==> src/rtl/matvec_row_sched_if.sv <==
// Handshake bundle between the matrix-vector row scheduler and its
// controller, loader, accumulator and drain partners.
interface matvec_row_sched_if;
    logic       set;
    logic       start;
    logic [2:0] k_param;
    logic       abort;
    logic       ld_req;
    logic [2:0] ld_row;
    logic       ld_ack;
    logic       acc_full_in;
    logic       acc_cal_en;
    logic       acc_done;
    logic       out_req;
    logic       out_ack;
    logic       busy;
    logic       done;
    logic [1:0] err;

    modport master (
        input  set, start, k_param, abort, ld_ack, acc_done, out_ack,
        output ld_req, ld_row, acc_full_in, acc_cal_en, out_req, busy, done, err
    );

    modport slave (
        output set, start, k_param, abort, ld_ack, acc_done, out_ack,
        input  ld_req, ld_row, acc_full_in, acc_cal_en, out_req, busy, done, err
    );
endinterface

==> src/rtl/matvec_row_sched.sv <==
// Sequences K rows of a matrix-vector product: load, accumulate, drain per row,
// with a per-wait-state watchdog, abort, and a global hold enable.
module matvec_row_sched #(
    parameter logic [15:0] TIMEOUT = 16'hFFFF
) (
    input  logic               clk,
    input  logic               reset_n,
    matvec_row_sched_if.master bus
);
    typedef enum logic [3:0] {
        IDLE, LD_REQ, LD_WAIT, FULL, CAL, ACC_LOW, ACC_HIGH,
        OUT_REQ, OUT_WAIT, NEXT, FIN
    } state_t;

    localparam logic [15:0] WD_LAST = TIMEOUT - 16'd1;

    state_t      state_q, state_d;
    logic [2:0]  row_q, row_d;
    logic [2:0]  k_q, k_d;
    logic [15:0] wd_q, wd_d;
    logic [1:0]  err_q, err_d;
    logic [2:0]  ld_row_q, ld_row_d;
    logic        ld_req_q, ld_req_d;
    logic        full_q, full_d;
    logic        cal_q, cal_d;
    logic        out_req_q, out_req_d;
    logic        busy_q, busy_d;
    logic        done_q, done_d;

    logic k_legal;
    logic waiting;
    logic wd_expired;

    assign k_legal    = bus.k_param inside {3'd2, 3'd3, 3'd4};
    assign waiting    = state_q inside {LD_WAIT, ACC_LOW, ACC_HIGH, OUT_WAIT};
    assign wd_expired = waiting && (wd_q >= WD_LAST);

    always_comb begin
        state_d   = state_q;
        row_d     = row_q;
        k_d       = k_q;
        wd_d      = wd_q;
        err_d     = err_q;
        ld_row_d  = ld_row_q;
        ld_req_d  = ld_req_q;
        full_d    = full_q;
        cal_d     = cal_q;
        out_req_d = out_req_q;
        busy_d    = busy_q;
        done_d    = done_q;

        if (bus.set) begin
            if (bus.abort) begin
                state_d = IDLE;
            end else begin
                case (state_q)
                    IDLE: begin
                        if (bus.start) begin
                            if (k_legal) begin
                                k_d     = bus.k_param;
                                row_d   = 3'd0;
                                err_d   = 2'd0;
                                state_d = LD_REQ;
                            end else begin
                                err_d = 2'd1;
                            end
                        end
                    end
                    LD_REQ:   state_d = LD_WAIT;
                    LD_WAIT:  if (bus.ld_ack) state_d = FULL;
                    FULL:     state_d = CAL;
                    CAL:      state_d = ACC_LOW;
                    // A level still high from the previous row is not a completion.
                    ACC_LOW:  if (!bus.acc_done) state_d = ACC_HIGH;
                    ACC_HIGH: if (bus.acc_done) state_d = OUT_REQ;
                    OUT_REQ:  state_d = OUT_WAIT;
                    OUT_WAIT: if (bus.out_ack) state_d = NEXT;
                    NEXT: begin
                        if (row_q == k_q - 3'd1) begin
                            state_d = FIN;
                        end else begin
                            row_d   = row_q + 3'd1;
                            state_d = LD_REQ;
                        end
                    end
                    FIN:      state_d = IDLE;
                    default:  state_d = IDLE;
                endcase

                // Watchdog only fires when the wait state would otherwise persist.
                if (wd_expired && (state_d == state_q)) begin
                    state_d = IDLE;
                    err_d   = 2'd2;
                end
            end

            if (state_d != state_q) begin
                wd_d = 16'd0;
            end else if (waiting) begin
                wd_d = wd_q + 16'd1;
            end

            // Outputs are registered copies of the decoded next state.
            ld_req_d  = (state_d == LD_REQ);
            full_d    = (state_d == FULL);
            cal_d     = (state_d == CAL);
            out_req_d = (state_d == OUT_REQ);
            done_d    = (state_d == FIN);
            busy_d    = (state_d != IDLE);
            ld_row_d  = (state_d == IDLE) ? 3'd0 : row_d;
        end
    end

    always_ff @(posedge clk or negedge reset_n) begin
        if (!reset_n) begin
            state_q   <= IDLE;
            row_q     <= 3'd0;
            k_q       <= 3'd0;
            wd_q      <= 16'd0;
            err_q     <= 2'd0;
            ld_row_q  <= 3'd0;
            ld_req_q  <= 1'b0;
            full_q    <= 1'b0;
            cal_q     <= 1'b0;
            out_req_q <= 1'b0;
            busy_q    <= 1'b0;
            done_q    <= 1'b0;
        end else begin
            state_q   <= state_d;
            row_q     <= row_d;
            k_q       <= k_d;
            wd_q      <= wd_d;
            err_q     <= err_d;
            ld_row_q  <= ld_row_d;
            ld_req_q  <= ld_req_d;
            full_q    <= full_d;
            cal_q     <= cal_d;
            out_req_q <= out_req_d;
            busy_q    <= busy_d;
            done_q    <= done_d;
        end
    end

    assign bus.ld_req      = ld_req_q;
    assign bus.ld_row      = ld_row_q;
    assign bus.acc_full_in = full_q;
    assign bus.acc_cal_en  = cal_q;
    assign bus.out_req     = out_req_q;
    assign bus.busy        = busy_q;
    assign bus.done        = done_q;
    assign bus.err         = err_q;
endmodule

==> src/flat_wrapper.sv <==
// flat-port wrapper written by rule: the top's interface ports become plain ports
module matvec_row_sched_flat 
#(
    parameter logic [15:0] TIMEOUT = 16'hFFFF
)
  (clk, reset_n, bus_set, bus_start, bus_k_param, bus_abort, bus_ld_ack, bus_acc_done, bus_out_ack, bus_ld_req, bus_ld_row, bus_acc_full_in, bus_acc_cal_en, bus_out_req, bus_busy, bus_done, bus_err);
  matvec_row_sched_if bus_i ();
  input  logic clk;
  input  logic reset_n;
  input wire logic [$bits(bus_i.set)-1:0] bus_set;
  input wire logic [$bits(bus_i.start)-1:0] bus_start;
  input wire logic [$bits(bus_i.k_param)-1:0] bus_k_param;
  input wire logic [$bits(bus_i.abort)-1:0] bus_abort;
  input wire logic [$bits(bus_i.ld_ack)-1:0] bus_ld_ack;
  input wire logic [$bits(bus_i.acc_done)-1:0] bus_acc_done;
  input wire logic [$bits(bus_i.out_ack)-1:0] bus_out_ack;
  output wire logic [$bits(bus_i.ld_req)-1:0] bus_ld_req;
  output wire logic [$bits(bus_i.ld_row)-1:0] bus_ld_row;
  output wire logic [$bits(bus_i.acc_full_in)-1:0] bus_acc_full_in;
  output wire logic [$bits(bus_i.acc_cal_en)-1:0] bus_acc_cal_en;
  output wire logic [$bits(bus_i.out_req)-1:0] bus_out_req;
  output wire logic [$bits(bus_i.busy)-1:0] bus_busy;
  output wire logic [$bits(bus_i.done)-1:0] bus_done;
  output wire logic [$bits(bus_i.err)-1:0] bus_err;
  assign bus_i.set = bus_set;
  assign bus_i.start = bus_start;
  assign bus_i.k_param = bus_k_param;
  assign bus_i.abort = bus_abort;
  assign bus_i.ld_ack = bus_ld_ack;
  assign bus_i.acc_done = bus_acc_done;
  assign bus_i.out_ack = bus_out_ack;
  assign bus_ld_req = bus_i.ld_req;
  assign bus_ld_row = bus_i.ld_row;
  assign bus_acc_full_in = bus_i.acc_full_in;
  assign bus_acc_cal_en = bus_i.acc_cal_en;
  assign bus_out_req = bus_i.out_req;
  assign bus_busy = bus_i.busy;
  assign bus_done = bus_i.done;
  assign bus_err = bus_i.err;
  matvec_row_sched #(.TIMEOUT(TIMEOUT)) u_core (.clk(clk), .reset_n(reset_n), .bus(bus_i));
endmodule
==> config.mk <==
export PLATFORM = sky130hd
export DESIGN_NAME = matvec_row_sched_flat
export DESIGN_NICKNAME = d
export VERILOG_FILES = /design/src/rtl/matvec_row_sched_if.sv /design/src/rtl/matvec_row_sched.sv /design/src/flat_wrapper.sv
export SDC_FILE = /design/constraint.sdc
export NUM_CORES = 1
export LEC_CHECK = 0
export ABC_AREA = 1
export CAP_MARGIN = 0
export CORE_ASPECT_RATIO = 1.2
export CORE_MARGIN = 2
export CORE_UTILIZATION = 60
export CTS_CLUSTER_DIAMETER = 80
export DETAILED_ROUTE_END_ITERATION = 10
export GPL_ROUTABILITY_DRIVEN = 0
export PLACE_DENSITY_LB_ADDON = 0.25
export SKIP_LAST_GASP = 1
export SLEW_MARGIN = 5
export SYNTH_ARGS = -nofsm -noshare
export SYNTH_HDL_FRONTEND = slang
export SYNTH_SLANG_ARGS = --single-unit
==> constraint.sdc <==
create_clock -name clk -period 5.5 [get_ports clk]
set_input_delay 0.825 -clock clk [delete_from_list [all_inputs] [get_ports clk]]
set_output_delay 0.825 -clock clk [all_outputs]
set_load 0.05 [all_outputs]
==> impl_metrics.csv, run 1 <==
group,metric,value,unit
setup_path,path_class,"in -> reg",
logic_synthesis,synth_seq_cells,37,
min_path,min_to,"u_core.bus.acc_full_in",
setup_path,critPathBufInv,2,
timing,max_slew_margin,36.5,%
floorplan,rows,26,
power_and_ir_drop,power_frac_seq,41.0,%
route,drt_iter0_drc,183,
logic_synthesis,synth_mux_area_share,0,%
flow_run,cap_violations,0,
layout,regArea,926,sq um
timing,finClkSkew,9.72,ps
setup_path,start_kind,"input pin",
timing,setup_viol,0,
min_path,hp-start,"u_core.bus.acc_full_in",
timing,whs,490,ps
clocking,ctsHoldBuffers,0,
clocking,cts_tree,"built",
setup_path,reg2reg_to,"u_core.wd_q[13]",
route,wirelength,5.66,mm
setup_path,r2r_cells,18,
route,vias,2458,
logic_synthesis,synth-adder-area-share,1.91,%
clocking,clk_latency,300,ps
layout,nFillCells,362,
global_routing,grt_pass1_vias,2347,
setup_path,critPathArrivalTime,3190,ps
route,via_per_inst,5.49,
setup_path,r2r_setup_slack,2900,ps
logic_synthesis,avgSynthCellArea,7.05,sq um
setup_path,slowest_stage,"clkdlybuf4s50_1",
layout,nets,406,
global_routing,grt_overflow,0,
setup_path,critPathRequiredTime,5690,ps
power_and_ir_drop,power_frac_clock,32.8,%
timing,worst_slew_pin_slew,949,ps
min_path,hold_path.class,"reg -> reg",
layout,antenna_cells,0,
setup_path,rr_startpoint,"u_core.k_q[0]",
clocking,htreeDepth,2,
power_and_ir_drop,ir_drop,0.226,mV
floorplan,start_util,61.9,%
layout,final_core_util,69.3,%
floorplan,core,4230,sq um
layout,areaGrowthSynthToFinish,12.0,%
logic_synthesis,syn_area,2620,sq um
clocking,root_buffer,"clkbuf_8",
power_and_ir_drop,switching_power,0.257,mW
logic_synthesis,yosys.area_share.xor_xnor,3.35,%
layout,drive_gt1_share,10.5,%
power_and_ir_drop,power_density,260,nW/um^2
clocking,cts.sinks,37,
clocking,cts_buffer_depth,2,
route,antenna_left,0,
route,wl_per_cell,12.6,um
clocking,cts_buffers,5,
timing,drv_slew,0,
floorplan,dieWidth,64.3,um
layout,multi_input_area,1410,sq um
logic_synthesis,yosys_warnings,0,
logic_synthesis,synth_simple_gate_area_share,40.4,%
run_status,status,"complete, no violations",
setup_path,path_cells,"clkdlybuf4s50_1, inv_1, nor2_1, o21ai_0, a22o_1",
power_and_ir_drop,pwr-share-comb,26.2,%
clocking,cts_setup_buffers,0,
global_routing,grt_pass1_wl,10.2,mm
timing,fin_crit,3010,ps
timing,worst_slack,2490,ps
floorplan,io_pins,22,
timing,finalHoldViolations,0,
logic_synthesis,synth_nets,386,
power_and_ir_drop,p_total,0.762,mW
setup_path,crit_family,"buffers and inverters",
global_routing,antenna_found_initial,0,
power_and_ir_drop,switching_share,33.7,%
min_path,whs_path_depth,2,
logic_synthesis,synth.distinct_cells,33,
power_and_ir_drop,p_leak,1.51,nW
timing,grt_setup_unrepaired,"no",
global_routing,grt_usage,25.8,%
timing,period_share,54.7,%
route,drc,0,
route,first_pass_iters,4,
timing,tns,0,ps
logic_synthesis,synth_top_family_by_area,"simple AND/OR/NAND/NOR gates",
timing,max_freq,0.332,GHz
logic_synthesis,synth-compound-area-share,8.27,%
setup_path,end_kind,"flop",
place,pre_cts_ws,2210,ps
logic_synthesis,synthArstFlopShare,100,%
global_routing,grt_max_degree,38,
logic_synthesis,yosysSeqAreaShare,35.4,%
clocking,clk_pin_slew,70,ps
logic_synthesis,ys_dominant_reg_cell,"dfrtp_1",
logic_synthesis,synth-edff-count,0,
floorplan,dieArea,4910,sq um
place,portBuffers,21,
clocking,cts_resized,0,
floorplan,die_y,76.3,um
place,dpl.hpwl,4.10,mm
setup_path,slowest_delay,1090,ps
setup_path,cp_max_fo,24,
power_and_ir_drop,p_int,0.505,mW
logic_synthesis,synthesis.instances,371,
sequential cells by signal, indices dropped and copies added (netlist names):
name,flops
u_core.bus.acc_cal_en,1
u_core.bus.acc_full_in,1
u_core.bus.busy,1
u_core.bus.done,1
u_core.bus.err,2
u_core.bus.ld_req,1
u_core.bus.ld_row,3
u_core.bus.out_req,1
u_core.k_q,3
u_core.row_q,3
u_core.state_q,4
u_core.wd_q,16
worst min-delay path: cells and delay by family, from the launching register on:
kind             cells  cell delay, ps
flip-flops           1             350
AND/OR/NAND/NOR      2             110
cell usage after synthesis, drive strengths merged (2+ instances only):
cell / count / share of area (%)
nand2: 135 / 21
ha: 4 / 1.9
a21oi: 7 / 1.5
o21ai: 18 / 3.4
nor3: 5 / 0.96
nand3: 24 / 5.8
nor2: 33 / 6.0
o22ai: 2 / 0.48
nor4: 3 / 0.72
buf: 5 / 2.2
xor2: 9 / 3.0
nand4: 23 / 5.5
dfrtp: 37 / 35
clkbuf: 3 / 0.81
o21bai: 2 / 1.0
inv: 54 / 7.7
metal layers:
metal	share of wire, %	track usage, %	vias up
met2	53	46.5	60
met3	3.3	4.43	15
met1	41	29.5	1151
li1	-	-	1232
met5	0	0	-
met4	2.0	11.1	0
cell usage in the layout (no fill, tap or decap), types with 5 or more instances in the layout:
cell type and n:
clkbuf_8 6, a21oi_1 6, inv_2 5, nand2_1 124, nand3_1 19, nor3_1 5
xor2_1 9, o21ai_0 18, dfrtp_1 37, nor2_2 7, nand2_2 6, nor2_1 24
inv_1 49, nand4_1 23, clkdlybuf4s50_1 20, nand2_4 5
cells by family (layout without fill, tap and decap cells):
| logic type | count (synthesis) | after routing |
|---|---|---|
| flops | 37 | 37 |
| xor+xnor | 10 | 10 |
| buf+inv | 62 | 83 |
| fa+ha+maj | 4 | 4 |
| simple gates | 223 | 223 |
| compound gates | 35 | 35 |
through the flow:
stage          cell area, sq um  cells
3_3_place_gp               2810    440
4_1_cts                    2930    448
3_5_place_dp               2810    440
2_1_floorplan              2620    371
6_report                   2930    448
5_1_grt                    2930    448
power by group through the flow:
stage | combinational [mW] | clock [mW] | sequential, mW
global route | 0.226 | 0.263 | 0.315
detailed placement | 0.201 | 0 | 0.317
global placement | 0.196 | 0 | 0.316
CTS | 0.202 | 0.253 | 0.312
floorplan | 0.140 | 0 | 0.334
finish | 0.200 | 0.250 | 0.312
final cells by class:
type / count / share of cell area (%)
clock buffer: 7 / 2.95
clock inverter: 1 / 1.02
inverter: 54 / 6.92
multi-input combinational: 272 / 48.1
sequential: 37 / 31.6
tap: 56 / 2.39
timing repair buffer: 21 / 7.00
worst max-delay path by stage:
stage	startpoint	endpoint	slack [ps]	depth (start not counted)
3_3_place_gp	bus_set	u_core.bus.ld_row[2]	2270	7
2_1_floorplan	bus_k_param[0]	u_core.wd_q[0]	3250	17
5_1_grt	bus_set	u_core.bus.ld_row[2]	2280	7
3_5_place_dp	bus_set	u_core.bus.err[0]	2210	5
4_1_cts	bus_set	u_core.bus.err[1]	2540	5
6_report	bus_set	u_core.bus.err[1]	2490	5
Power figures use the tool's default switching activity.
==> run 2, diff against run 1 <==
Settings changed: CORE_UTILIZATION 60 to 58.
Clock period 5.5 ns to 3.12 ns, I/O delays scaled along.
==> impl_metrics.csv, run 2 (synthesis gave the netlist of run 1 again) <==
group,metric,value,unit
timing,max_slew_margin,44.8,%
layout,top_register,"u_core.wd_q",
timing,setup_viol,0,
floorplan,dieArea,5070,sq um
route,drt_iter0_drc,143,
route,vias,2322,
timing,max_freq,0.390,GHz
run_status,status,"complete, no violations",
clocking,clk_latency,300,ps
setup_path,start_kind,"flop",
clocking,ctsHoldBuffers,0,
setup_path,critPathRequiredTime,3350,ps
global_routing,grt_pass1_wl,10.1,mm
clocking,cts_setup_buffers,0,
global_routing,antenna_found_initial,0,
setup_path,r2r_cells,18,
timing,worst_slew_pin_slew,828,ps
global_routing,grt_max_degree,38,
place,dp_cells,441,
layout,finalInstanceArea,2910,sq um
route,via_per_inst,5.17,
route,wirelength,5.54,mm
power_and_ir_drop,power_density,429,nW/um^2
timing,fin_crit,2560,ps
setup_path,path_class,"reg -> reg",
global_routing,grt_usage,24.8,%
layout,nFillCells,404,
route,wl_per_cell,12.3,um
floorplan,start_util,60.9,%
flow_run,cap_violations,0,
floorplan,io_pins,22,
setup_path,reg2reg_to,"u_core.wd_q[10]",
timing,grt_setup_unrepaired,"no",
setup_path,critPathArrivalTime,2790,ps
floorplan,die_y,77.6,um
place,pre_cts_ws,403,ps
place,portBuffers,21,
clocking,cts_buffer_depth,2,
floorplan,dieWidth,65.3,um
route,antenna_left,0,
timing,finClkSkew,15.8,ps
setup_path,rr_startpoint,"u_core.k_q[0]",
clocking,cts.sinks,37,
layout,layout_commonest_cell,"nand2_1",
layout,final_core_util,67.8,%
setup_path,end_kind,"flop",
layout,largest_registers,"u_core.wd_q x16, u_core.state_q x4",
timing,finalHoldViolations,0,
layout,mostFrequentLayoutCells,"nand2_1, inv_1, dfrtp_1, nor2_1, nand4_1",
timing,drv_slew,0,
timing,tns,0,ps
clocking,cts_tree,"built",
timing,period_share,82.1,%
power_and_ir_drop,p_leak,1.50,nW
place,placed_area,2820,sq um
timing,worst_slack,559,ps
layout,drive_gt1_share,10.9,%
clocking,root_buffer,"clkbuf_8",
clocking,cts_buffers,5,
min_path,hold_path.class,"in -> async",
setup_path,cp_max_fo,16,
layout,stdcell_count,449,
layout,nets,407,
place,dpl.hpwl,4.11,mm
layout,antenna_cells,0,
floorplan,core,4290,sq um
layout,largest_register_ffs,16,
route,drc,0,
clocking,htreeDepth,2,
clocking,cts_resized,0,
global_routing,grt_pass1_vias,2368,
clocking,clk_pin_slew,90,ps
route,first_pass_iters,4,
setup_path,r2r_setup_slack,560,ps
floorplan,rows,26,
layout,areaGrowthSynthToFinish,11.3,%
power_and_ir_drop,ir_drop,0.313,mV
global_routing,grt_overflow,0,
-- run 2: cell types whose count changed in the layout (fill, tap and decap cells not counted), sizes merged --
cell	previous run	this run
clkinvlp	0	1
clkinv	0	1
buf	1	2
inv	54	55
clkbuf	7	5
bufinv	1	0
-- run 2: worst max path at each step --
stage / startpoint / end / slack, ps / cells after the start
after floorplan: u_core.k_q[0] / u_core.wd_q[0] / 940 / 19
after global placement: bus_k_param[1] / u_core.wd_q[12] / 490 / 17
after detailed placement: bus_k_param[1] / u_core.wd_q[10] / 400 / 17
after CTS: u_core.k_q[0] / u_core.wd_q[10] / 540 / 18
after global routing: u_core.k_q[0] / u_core.wd_q[10] / 240 / 18
final: u_core.k_q[0] / u_core.wd_q[10] / 560 / 18
-- run 2: final cells by class --
class | count | area [sq um] | area share, %
Sequential cell | 37 | 926 | 31.8
Multi-Input combinational cell | 272 | 1410 | 48.4
Tap cell | 56 | 70.1 | 2.41
Clock inverter | 3 | 21.3 | 0.731
Clock buffer | 5 | 68.8 | 2.36
Inverter | 54 | 203 | 6.96
Timing Repair Buffer | 22 | 213 | 7.31
-- run 2: critical path: stages, from the launching register on --
cell	delay, ps
dfrtp_1	350
inv_1	70
ha_1	310
inv_1	50
nand2_1	50
nand2_1	40
nor2_1	140
nand2_1	110
nand2_1	130
nand2_2	100
a21oi_2	190
nand2_4	110
nand2_4	90
nand2_1	50
nand2_1	80
nand2_2	60
nor2_4	300
nand4_1	150
nand2_1	100
-- run 2: routing by layer --
| metal | wire length (um) | vias to the layer above | GRT usage, % |
|---|---|---|---|
| met2 | 2920 | 33 | 46.9 |
| met1 | 2400 | 1053 | 28.0 |
| met3 | 147 | 5 | 3.91 |
| met4 | 65 | 0 | 7.08 |
| li1 | - | 1231 | - |
| met5 | 0 | - | 0 |
-- run 2: report_power, final --
group / total [mW] / switching (mW) / internal [mW]
clock: 0.342 / 0.183 / 0.158
combinational: 0.359 / 0.244 / 0.115
sequential: 0.550 / 0.0326 / 0.517
total: 1.25 / 0.460 / 0.790
-- run 2: per-stage QoR --
step	total power, mW	hold WS (ps)
global route	1.33	319
CTS	1.26	288
detailed placement	0.917	466
floorplan	0.835	172
finish	1.25	261
global placement	0.909	463
==> run 3, diff against run 2 <==
Settings changed: CORE_UTILIZATION 58 to 53.
Clock period 3.12 ns to 2.13 ns, I/O delays scaled along.
==> impl_metrics.csv, run 3 (synthesis gave the netlist of run 1 again) <==
group,metric,value,unit
clocking,ctsHoldBuffers,0,
clocking,clk_pin_slew,80,ps
setup_path,crit_start,"u_core.k_q[0]",
global_routing,grt_usage,25.8,%
clocking,clk_latency,300,ps
floorplan,dieArea,5520,sq um
place,dpl.hpwl,4.49,mm
global_routing,grt_pass1_vias,2565,
timing,grt_setup_unrepaired,"yes",
setup_path,r2r_cells,18,
route,first_pass_iters,6,
timing,max_slew_margin,44.4,%
clocking,cts_tree,"built",
clocking,cts_buffer_depth,2,
layout,layout_commonest_cell,"nand2_1",
route,antenna_left,0,
layout,top_register,"u_core.wd_q",
clocking,cts.sinks,37,
route,wl_per_cell,13.5,um
timing,period_share,113,%
layout,areaGrowthSynthToFinish,34.6,%
timing,finClkSkew,11.9,ps
route,wirelength,6.86,mm
layout,mostFrequentLayoutCells,"nand2_1, buf_4, inv_1, dfrtp_1, nand4_1",
route,drt_iter0_drc,155,
timing,worst_slew_pin_slew,834,ps
setup_path,rr_startpoint,"u_core.k_q[0]",
global_routing,grt_overflow,0,
setup_path,path_class,"reg -> reg",
layout,drive_gt1_share,26.6,%
setup_path,critPathRequiredTime,2360,ps
layout,largest_register_ffs,16,
timing,finalHoldViolations,0,
setup_path,r2r_setup_slack,-280,ps
clocking,htreeDepth,2,
run_status,violations,"setup timing",
setup_path,end_kind,"flop",
floorplan,io_pins,22,
layout,stdcell_count,508,
global_routing,grt_pass1_wl,11.0,mm
timing,worst_slack,-282,ps
power_and_ir_drop,ir_drop,0.521,mV
floorplan,start_util,54.1,%
run_status,status,"finished, violations left",
route,drc,0,
min_path,hold_path.class,"in -> async",
timing,fin_crit,2410,ps
floorplan,core,4830,sq um
clocking,root_buffer,"clkbuf_8",
place,dp_cells,486,
floorplan,rows,28,
floorplan,die_y,81.0,um
place,pre_cts_ws,-371,ps
setup_path,start_kind,"flop",
setup_path,critPathArrivalTime,2650,ps
setup_path,crit_end,"u_core.wd_q[13]",
setup_path,reg2reg_to,"u_core.wd_q[13]",
global_routing,grt_max_degree,38,
place,portBuffers,21,
layout,antenna_cells,0,
flow_run,cap_violations,0,
timing,drv_slew,0,
layout,nets,462,
setup_path,cp_max_fo,8,
global_routing,antenna_found_initial,0,
power_and_ir_drop,power_density,646,nW/um^2
route,vias,2690,
timing,max_freq,0.415,GHz
power_and_ir_drop,p_leak,1.81,nW
layout,largest_registers,"u_core.wd_q x16, u_core.state_q x4",
floorplan,dieWidth,68.1,um
route,via_per_inst,5.30,
timing,setup_viol,25,
clocking,cts_buffers,5,
-- run 3: cell count changes in the layout (fill, tap and decap cells not counted), moves of 4 or more --
| cell | before | now |
|---|---|---|
| nor2_1 | 24 | 18 |
| nand2_2 | 6 | 11 |
| nor2_4 | 2 | 6 |
| inv_2 | 5 | 9 |
| nand2_1 | 124 | 116 |
| buf_4 | 1 | 52 |
| nand2_4 | 5 | 9 |
| o21ai_1 | 0 | 5 |
| inv_1 | 49 | 45 |
| o21ai_0 | 18 | 12 |
-- run 3: through the flow --
stage / power (mW) / hold WS, ps / utilization [%] / TNS, ps / area, sq um
after floorplan: 1.24 / 23.9 / - / 0 / 2630
after global placement: 1.43 / 463 / 65.2 / -6820 / 3150
after detailed placement: 1.45 / 472 / 65.2 / -7410 / 3150
after CTS: 2.16 / 157 / 69.3 / -2390 / 3350
after global routing: 2.40 / 201 / 72.8 / -8160 / 3520
final: 2.27 / 112 / 72.8 / -4700 / 3520
-- run 3: worst max-delay path: stages, from the launching register on --
cell       delay, ps
dfrtp_1          360
inv_2             60
ha_4             260
inv_2             30
nand2_1           50
nand2_1           60
nor2_2           190
nand2_2          100
nand2_4          100
nand3_4           90
nand2_4          110
buf_12           110
o21bai_4          70
nand2_1           90
nand3_1          140
nor2_4           190
clkbuf_16        170
nand4_1           70
nand2_1           90
-- run 3: per-layer routing --
layer	track usage [%]	share of wire, %	vias up
li1	-	-	1342
met1	28.2	40	1256
met2	49.0	54	72
met3	3.60	3.3	20
met4	9.60	2.5	0
met5	0	0	-
-- run 3: power by group --
group | internal [mW] | total [mW] | switching [mW]
Sequential | 0.758 | 0.802 | 0.0444
Clock | 0.382 | 0.638 | 0.256
Combinational | 0.360 | 0.834 | 0.473
Total | 1.50 | 2.27 | 0.773
-- run 3: worst min path at each step --
| stage | end | slack (ps) | from |
|---|---|---|---|
| 3_5_place_dp | u_core.bus.acc_full_in | 470 | u_core.bus.acc_full_in |
| 4_1_cts | u_core.wd_q[4] | 160 | reset_n |
| 6_report | u_core.wd_q[4] | 110 | reset_n |
| 3_3_place_gp | u_core.wd_q[4] | 460 | reset_n |
| 5_1_grt | u_core.wd_q[4] | 200 | reset_n |
| 2_1_floorplan | u_core.bus.acc_cal_en | 20 | reset_n |
-- run 3: final cells by class --
cell class	instances	area, sq um
Multi-Input combinational cell	273	1540
Fill cell	372	1310
Sequential cell	37	926
Timing Repair Buffer	76	661
Inverter	54	203
Clock buffer	7	86.3
Tap cell	60	75.1
Clock inverter	1	30.0
-- run 3: timing repair --
item | in CTS | in global routing
endpoints found under the setup margin | 23 | 29
gates cloned | 1 | 1
buffers inserted | 6 | 6
pin swaps | 7 | 29
resized for setup | 9 | 26
